### config.mk
export PLATFORM = sky130hd
export DESIGN_NAME = data_cache_flat
export DESIGN_NICKNAME = d
export VERILOG_FILES = /design/src/rtl/data_cache_if.sv /design/src/rtl/data_cache.sv /design/src/flat_wrapper.sv
export SDC_FILE = /design/constraint.sdc
export NUM_CORES = 1
export LEC_CHECK = 0
export ABC_CLOCK_PERIOD_IN_PS = 3800
export CAP_MARGIN = 20
export CELL_PAD_IN_SITES_DETAIL_PLACEMENT = 1
export CELL_PAD_IN_SITES_GLOBAL_PLACEMENT = 2
export CORE_MARGIN = 5
export CORE_UTILIZATION = 43
export CTS_CLUSTER_DIAMETER = 40
export DETAILED_ROUTE_END_ITERATION = 8
export MAX_ROUTING_LAYER = met4
export PLACE_DENSITY_LB_ADDON = 0.3
export REMOVE_ABC_BUFFERS = 1
export SYNTH_ARGS = -nofsm -noshare
export SYNTH_HDL_FRONTEND = slang
export SYNTH_SLANG_ARGS = --single-unit
### constraint.sdc
create_clock -name clk -period 3.8 [get_ports clk]
set_clock_uncertainty 0.05 [all_clocks]
set_input_delay 0.57 -clock clk [delete_from_list [all_inputs] [get_ports clk]]
set_output_delay 0.57 -clock clk [all_outputs]
set_load 0.005 [all_outputs]
### src/rtl/data_cache_if.sv
// data_cache_if: core request bus and memory bus of the direct-mapped data cache
interface data_cache_if #(parameter int W = 32);
  logic req, we, inv, stall, mem_req, mem_we, mem_ack;
  logic [W-1:0] addr, wdata, rdata, mem_addr, mem_wdata, mem_rdata;
  logic [3:0] be, mem_be;
  modport slave (
    input req, we, addr, wdata, be, inv, mem_rdata, mem_ack,
    output rdata, stall, mem_req, mem_we, mem_addr, mem_wdata, mem_be
  );
  modport master (
    output req, we, addr, wdata, be, inv, mem_rdata, mem_ack,
    input rdata, stall, mem_req, mem_we, mem_addr, mem_wdata, mem_be
  );
endinterface

### src/rtl/data_cache.sv
// data_cache: direct-mapped one-word-line write-through cache without write-allocate
module data_cache #(
  parameter int W = 32,
  parameter int SETS = 16
) (
  input logic clk,
  input logic rst,
  data_cache_if.slave bus
);
  localparam int IDX = $clog2(SETS);
  localparam int TW = W - IDX - 2;
  typedef enum logic [1:0] {IDLE, FILL, WRITE} state_t;
  state_t st, nx;
  logic [SETS-1:0] valid;
  logic [TW-1:0] tags [SETS];
  logic [W-1:0] lines [SETS];
  logic [W-1:0] a_q, wd_q;
  logic [3:0] be_q;
  logic done, inv_p, hit, qhit;
  logic [IDX-1:0] idx, qi;
  logic [TW-1:0] tg, qt;
  assign idx = bus.addr[IDX+1:2];
  assign tg = bus.addr[W-1:IDX+2];
  assign qi = a_q[IDX+1:2];
  assign qt = a_q[W-1:IDX+2];
  assign hit = bus.req & valid[idx] & (tags[idx] == tg);
  assign qhit = valid[qi] & (tags[qi] == qt);
  assign bus.stall = !rst & ((st != IDLE) | (bus.req & (bus.we ? !done : !hit)));
  assign bus.rdata = rst ? '0 : lines[idx];
  assign bus.mem_req = st != IDLE;
  assign bus.mem_we = st == WRITE;
  assign bus.mem_addr = a_q & ~W'(3);
  assign bus.mem_wdata = wd_q;
  assign bus.mem_be = st == WRITE ? be_q : 4'hf;
  // next state: a completed store (done) is not re-issued; memory ack ends FILL/WRITE
  always_comb begin
    nx = st;
    if (st == IDLE)
      nx = (bus.req & bus.we & !done) ? WRITE : (bus.req & !bus.we & !hit) ? FILL : IDLE;
    else if (bus.mem_ack)
      nx = IDLE;
  end
  // control state: FSM, store-done flag, invalidate deferred until back in IDLE
  always_ff @(posedge clk or posedge rst)
    if (rst) begin
      st <= IDLE;
      done <= 1'b0;
      inv_p <= 1'b0;
      valid <= '0;
    end else begin
      st <= nx;
      done <= (st == WRITE) & bus.mem_ack;
      inv_p <= (st == IDLE) ? 1'b0 : inv_p | bus.inv;
      if ((st == IDLE) & (bus.inv | inv_p))
        valid <= '0;
      else if ((st == FILL) & bus.mem_ack)
        valid[qi] <= 1'b1;
    end
  // request capture while idle keeps memory outputs stable; line/tag updates on ack
  always_ff @(posedge clk)
    if (st == IDLE) begin
      a_q <= bus.addr;
      wd_q <= bus.wdata;
      be_q <= bus.be;
    end else if ((st == FILL) & bus.mem_ack) begin
      lines[qi] <= bus.mem_rdata;
      tags[qi] <= qt;
    end else if ((st == WRITE) & bus.mem_ack & qhit) begin
      for (int b = 0; b < 4; b++)
        if (be_q[b]) lines[qi][8*b +: 8] <= wd_q[8*b +: 8];
    end
endmodule
### src/flat_wrapper.sv
// flat-port wrapper written by rule: the top's interface ports become plain ports
module data_cache_flat 
#(
  parameter int W = 32,
  parameter int SETS = 16
)
  (clk, rst, bus_req, bus_we, bus_addr, bus_wdata, bus_be, bus_inv, bus_mem_rdata, bus_mem_ack, bus_rdata, bus_stall, bus_mem_req, bus_mem_we, bus_mem_addr, bus_mem_wdata, bus_mem_be);
  data_cache_if #(.W(W)) bus_i ();
  input logic clk;
  input logic rst;
  input wire logic [$bits(bus_i.req)-1:0] bus_req;
  input wire logic [$bits(bus_i.we)-1:0] bus_we;
  input wire logic [$bits(bus_i.addr)-1:0] bus_addr;
  input wire logic [$bits(bus_i.wdata)-1:0] bus_wdata;
  input wire logic [$bits(bus_i.be)-1:0] bus_be;
  input wire logic [$bits(bus_i.inv)-1:0] bus_inv;
  input wire logic [$bits(bus_i.mem_rdata)-1:0] bus_mem_rdata;
  input wire logic [$bits(bus_i.mem_ack)-1:0] bus_mem_ack;
  output wire logic [$bits(bus_i.rdata)-1:0] bus_rdata;
  output wire logic [$bits(bus_i.stall)-1:0] bus_stall;
  output wire logic [$bits(bus_i.mem_req)-1:0] bus_mem_req;
  output wire logic [$bits(bus_i.mem_we)-1:0] bus_mem_we;
  output wire logic [$bits(bus_i.mem_addr)-1:0] bus_mem_addr;
  output wire logic [$bits(bus_i.mem_wdata)-1:0] bus_mem_wdata;
  output wire logic [$bits(bus_i.mem_be)-1:0] bus_mem_be;
  assign bus_i.req = bus_req;
  assign bus_i.we = bus_we;
  assign bus_i.addr = bus_addr;
  assign bus_i.wdata = bus_wdata;
  assign bus_i.be = bus_be;
  assign bus_i.inv = bus_inv;
  assign bus_i.mem_rdata = bus_mem_rdata;
  assign bus_i.mem_ack = bus_mem_ack;
  assign bus_rdata = bus_i.rdata;
  assign bus_stall = bus_i.stall;
  assign bus_mem_req = bus_i.mem_req;
  assign bus_mem_we = bus_i.mem_we;
  assign bus_mem_addr = bus_i.mem_addr;
  assign bus_mem_wdata = bus_i.mem_wdata;
  assign bus_mem_be = bus_i.mem_be;
  data_cache #(.W(W), .SETS(SETS)) u_core (.clk(clk), .rst(rst), .bus(bus_i));
endmodule
Word-level counts from Yosys, hierarchy flattened
Memory sizes are Yosys's and may differ from the RTL's. A register that Yosys moved wholly into a read port is not among the register bits.
Cells that the tools add are included.
{"block": "word_totals", "in_bits": 106, "n_memories": 2, "ff_bits": 88, "word_cells": 89, "out_inout_bits": 103, "ram_bits": 928}
{"memory": "u_core.lines", "depth": 16, "width": 32, "rd": 1, "rd_clocked_by_memory_dff": 0, "write_ports": 1, "line_no": "data_cache.sv:16", "source": "logic [W-1:0] lines [SETS];"}
{"memory": "u_core.tags", "depth": 16, "width": 26, "rd": 2, "rd_clocked_by_memory_dff": 1, "write_ports": 1, "line_no": "data_cache.sv:15", "source": "logic [TW-1:0] tags [SETS];"}
{"block": "op_classes", "bitwise_logic": 20, "n_lt_le_gt_ge": 3, "reduce_logical": 9, "n_mux": 44, "eq_ne": 4}
{"operator": "equality test 26 bit", "count": 2}
{"operator": "2-to-1 mux 16 bit", "count": 2}
{"operator": "2-to-1 mux 32 bit", "count": 1}
{"operator": "2-to-1 mux 8 bit", "count": 4}
{"operator": "2-to-1 mux 1 bit", "count": 29}
{"operator": "bitwise OR 16 bit", "count": 1}
{"operator": "AND 1 bit", "count": 13}
{"operator": "less-than comparator 4 x 5 -> 1 bit (second input constant)", "count": 2}
{"operator": "binary-select mux 1 bit (select 4 bit)", "count": 2}
{"operator": "2-to-1 mux 4 bit", "count": 2}
{"operator": "2-to-1 mux 2 bit", "count": 3}
{"operator": "bitwise OR 1 bit", "count": 6}
{"operator": "nonzero test 2 bit", "count": 3}
{"operator": "demux 1 bit (select 4 bit)", "count": 1}
{"operator": "greater-or-equal comparator 4 x 1 -> 1 bit (second input constant)", "count": 1}
{"operator": "zero test 1 bit", "count": 4}
{"operator": "equality test 2 x 1 -> 1 bit (second input constant)", "count": 1}
{"operator": "equality test 2 bit (second input constant)", "count": 1}
{"operator": "zero test 2 bit", "count": 1}
{"operator": "logical AND 1 bit", "count": 1}

Longest topological paths before layout
{"block": "logic_depth", "ltp_word": 9, "mapped_depth": 15, "depth_no_buf": 8}

Worst setup path before layout
OpenSTA, ideal clock, no wires.
{"block": "synth_path", "path_kind": "input to output", "startpoint": "input bus_addr[2]", "endpoint": "output bus_rdata[15]", "cell_stages": 9, "t_required_ns": 3.180, "slack_ns": -0.171, "path_buffers": 6, "arrival_time_ns": 3.351, "path_cell_list": "buf_2 > buf_2 > buf_2 > buf_2 > buf_2 > buf_2 > mux4_2 > mux4_2 > and2_1"}
{"block": "synth_via", "elab_chain_len": 2}
{"item": "from (decl)", "line_no": "flat_wrapper.sv:13", "source": "input wire logic [$bits(bus_i.addr)-1:0] bus_addr;"}
{"item": "memory read (16 x 32 bit)"}
{"item": "2-to-1 mux 32 bit", "line_no": "data_cache.sv:29", "source": "assign bus.rdata = rst ? '0 : lines[idx];"}
{"item": "to (decl)", "line_no": "flat_wrapper.sv:19", "source": "output wire logic [$bits(bus_i.rdata)-1:0] bus_rdata;"}
Every way passes these cells.

==> results.ini <==
[die]
rows = 116
core_area_um2 = 100300
die-area_um2 = 107800
die_y_um = 328.3
start_util = 0.4345
die_w_um = 328.3
pin_count = 209

[global_route]
antenna_found_initial = 5
grt_use_total = 0.2460
grt_pass1_vias = 26200
grt_pass1_wl_um = 185500
grt_remaining_overflow = 0
grt_max_degree = 77

[cts]
htreeDepth = 4
cts_root_buffer = clkbuf_16
clk_latency_ns = 0.76
clkTransAtPathRegs_ns = 0.05
cts.sinks = 1018
cts_tree = yes
clk_path_buf_depth = 3
cts_hold_buf = 0
numCtsBuffers = 144

[power_and_ir_drop]
power.density_nw_per_um2 = 545.1
leakage_nw = 19.01
p_total_mw = 30.96
vdd_drop_max_mv = 0.4095

[synthesis]
ys_top_cells_by_count = 994 x edfxtp_1, 352 x mux4_2, 119 x mux2i_1, 72 x a21oi_1, 53 x clkbuf_1
synth_edf_count = 994
synthCells = 2105
synth.most_common_cell = edfxtp_1
ys_async_sr_fraction = 0.01965
syn-mean-instance-area_um2 = 20.70
yosys.area.top_type = edfxtp_1
synth_cell_type_count = 68
synth.top_cell.area_share = 0.6850
yosys-top-cells-area = edfxtp_1 69%, mux4_2 18%, mux2i_1 2.7%
syn_area_um2 = 43570
yosys_register_bits = 1018
yosysWarnings = 0
synth_top_flop_cell = edfxtp_1
synth_seq_area_share = 0.6983

[sta]
drv_slew = 0
hold_viol_final = 0
fin_crit_sh = 1.070
fmax_mhz = 246.0
fin_ws_ns = -0.2651
min_period_ns = 4.065
max_slew.worst_pin.slew_ns = 1.205
grt_setup_unrepaired = true
setup_violations = 1025
slew_headroom = 0.1965

[placement]
port_buffers = 204
gp_congestion = 0.8604
place_hpwl_um = 79940

[critical_path]
crit_arrival_ns = 3.45
crit_type = register to output pin
cp.required_ns = 3.18
critPathLaunchType = register
r2r_slack_ns = -0.24
cpPeakStageDelay_ns = 0.49
critPathBufInv = 3
end_kind = output pin
path_cells = mux4_2 -> mux2i_1 -> mux2i_1 -> xnor2_1 -> buf_4 -> nand4_1 -> nor4_4 -> buf_4 -> and4_4 -> o2bb2ai_2 -> buf_2
worst_path_max_delay_cell = mux4_2
crit_fanout = 2
crit_family = simple AND/OR/NAND/NOR gates

[route]
wl_per_cell_um = 33.49
routed_wirelength_um = 138800
vias = 25250
ant_nets = 0
first_pass_iters = 6
drc = 0
viasPerCell = 6.090
drtIter0Drc = 2683

[status]
violations = setup timing
status = finished, violations left

[run]
cap_violations = 0

[finish]
num-fill-cells = 8618
layout-drive-gt1-share = 0.3997
area_growth_pct = 30.35
finish.utilization = 0.5663
num-nets-final = 2775

[min_path]
hp-class = primary input to asynchronous set/reset pin

what timing repair did:
item | in CTS | in global routing
buffers inserted | 18 | 21
pin swaps | 8 | 58
endpoints found under the hold margin | 0 | 0
gates cloned | 9 | 41
gates resized for setup | 118 | 259
endpoints found under the setup margin | 1053 | 1029
worst paths after layout:
check                                                         end                         start  cells after the start
max in group asynchronous             u_core.valid[3]$_DFFE_PP0P_                           rst                      3
worst max register to register     u_core.lines[13][26]$_DFFE_PP_                      register                     16
worst min-delay path                     u_core.st[0]$_DFFE_PP0P_                           rst                      2
min in group clk                u_core.bus.mem_wdata[7]$_DFFE_PP_                  bus_wdata[7]                      1
worst min register to register           u_core.st[1]$_DFFE_PP0P_         u_core.done$_DFF_PP0_                      1
worst max-delay path                                    bus_stall  u_core.tags[7][17]$_DFFE_PP_                     11
layout make-up:
class | instances | area [um2] | share of cell area
Clock buffer | 168 | 3777 | 0.06651
Sequential cell | 1018 | 30440 | 0.5360
Inverter | 6 | 27.53 | 0.0004846
Multi-Input combinational cell | 977 | 13960 | 0.2458
Clock inverter | 96 | 1129 | 0.01987
Timing Repair Buffer | 522 | 5756 | 0.1013
Antenna cell | 2 | 5.005 | 0.00008812
Tap cell | 1357 | 1698 | 0.02989
through the flow:
| step | area [um2] | setup slack, ns | setup TNS, ns | hold slack [ns] | cells |
|---|---|---|---|---|---|
| 4_1_cts | 54860 | -0.2912 | -74.98 | 0.1683 | 4085 |
| 3_3_place_gp | 49240 | -0.9750 | -177.99 | 0.4090 | 3794 |
| 3_5_place_dp | 49240 | -0.9820 | -248.55 | 0.4308 | 3794 |
| 5_1_grt | 56790 | -0.4178 | -226.66 | 0.2142 | 4145 |
| 2_1_floorplan | 42900 | -2.630 | -2659.49 | 0.3901 | 1970 |
| 6_report | 56800 | -0.2651 | -134.65 | 0.2052 | 4146 |
layout by cell type (no fill, tap or decap), drive strengths merged, types with 37 or more instances in the layout:
cell | Yosys | routed
clkinv | 1 | 39
clkbuf | 53 | 180
clkdlybuf4s50 | 0 | 186
mux2i | 119 | 119
mux4 | 352 | 352
a21oi | 72 | 72
mux2 | 50 | 81
edfxtp | 994 | 994
and2 | 39 | 39
nor2 | 37 | 37
buf | 83 | 311
xnor2 | 45 | 45
routing by layer:
layer  part of all wire  GRT usage  wire length (um)  up-vias
met3              0.083    0.06454             11470      240
met4              0.028    0.06970              3858        0
met2               0.50     0.3955             69530     1244
li1                   -          -                 -    10160
met1               0.39     0.3131             53990    13610
met5                  0          -                 0        -
registers in the layout, indices dropped and copies added (netlist names), named ones only:
signal / cells
u_core.bus.mem_wdata: 32
u_core.done: 1
u_core.be_q: 4
u_core.valid: 16
u_core.inv_p: 1
u_core.lines: 512
u_core.tags: 416
u_core.a_q: 30
u_core.st: 2
report_power, final:
part,leakage [nW],total (mW),switching (mW),internal [mW]
clock,2.35,13.6,5.30,8.29
sequential,9.31,13.0,0.287,12.8
combinational,7.34,4.33,2.28,2.04
cells by family (layout without fill, tap and decap cells):
group	Yosys count	count (layout)	share of synthesized area
flops	1018	1018	0.6983
mux	521	552	0.2230
simple gates	193	193	0.02541
compound gates	170	170	0.02510
buf+inv	142	792	0.01605
xor+xnor	60	60	0.01206
other cells	1	4	0.00008606
Note: power is estimated with default switching activity, not from simulation.
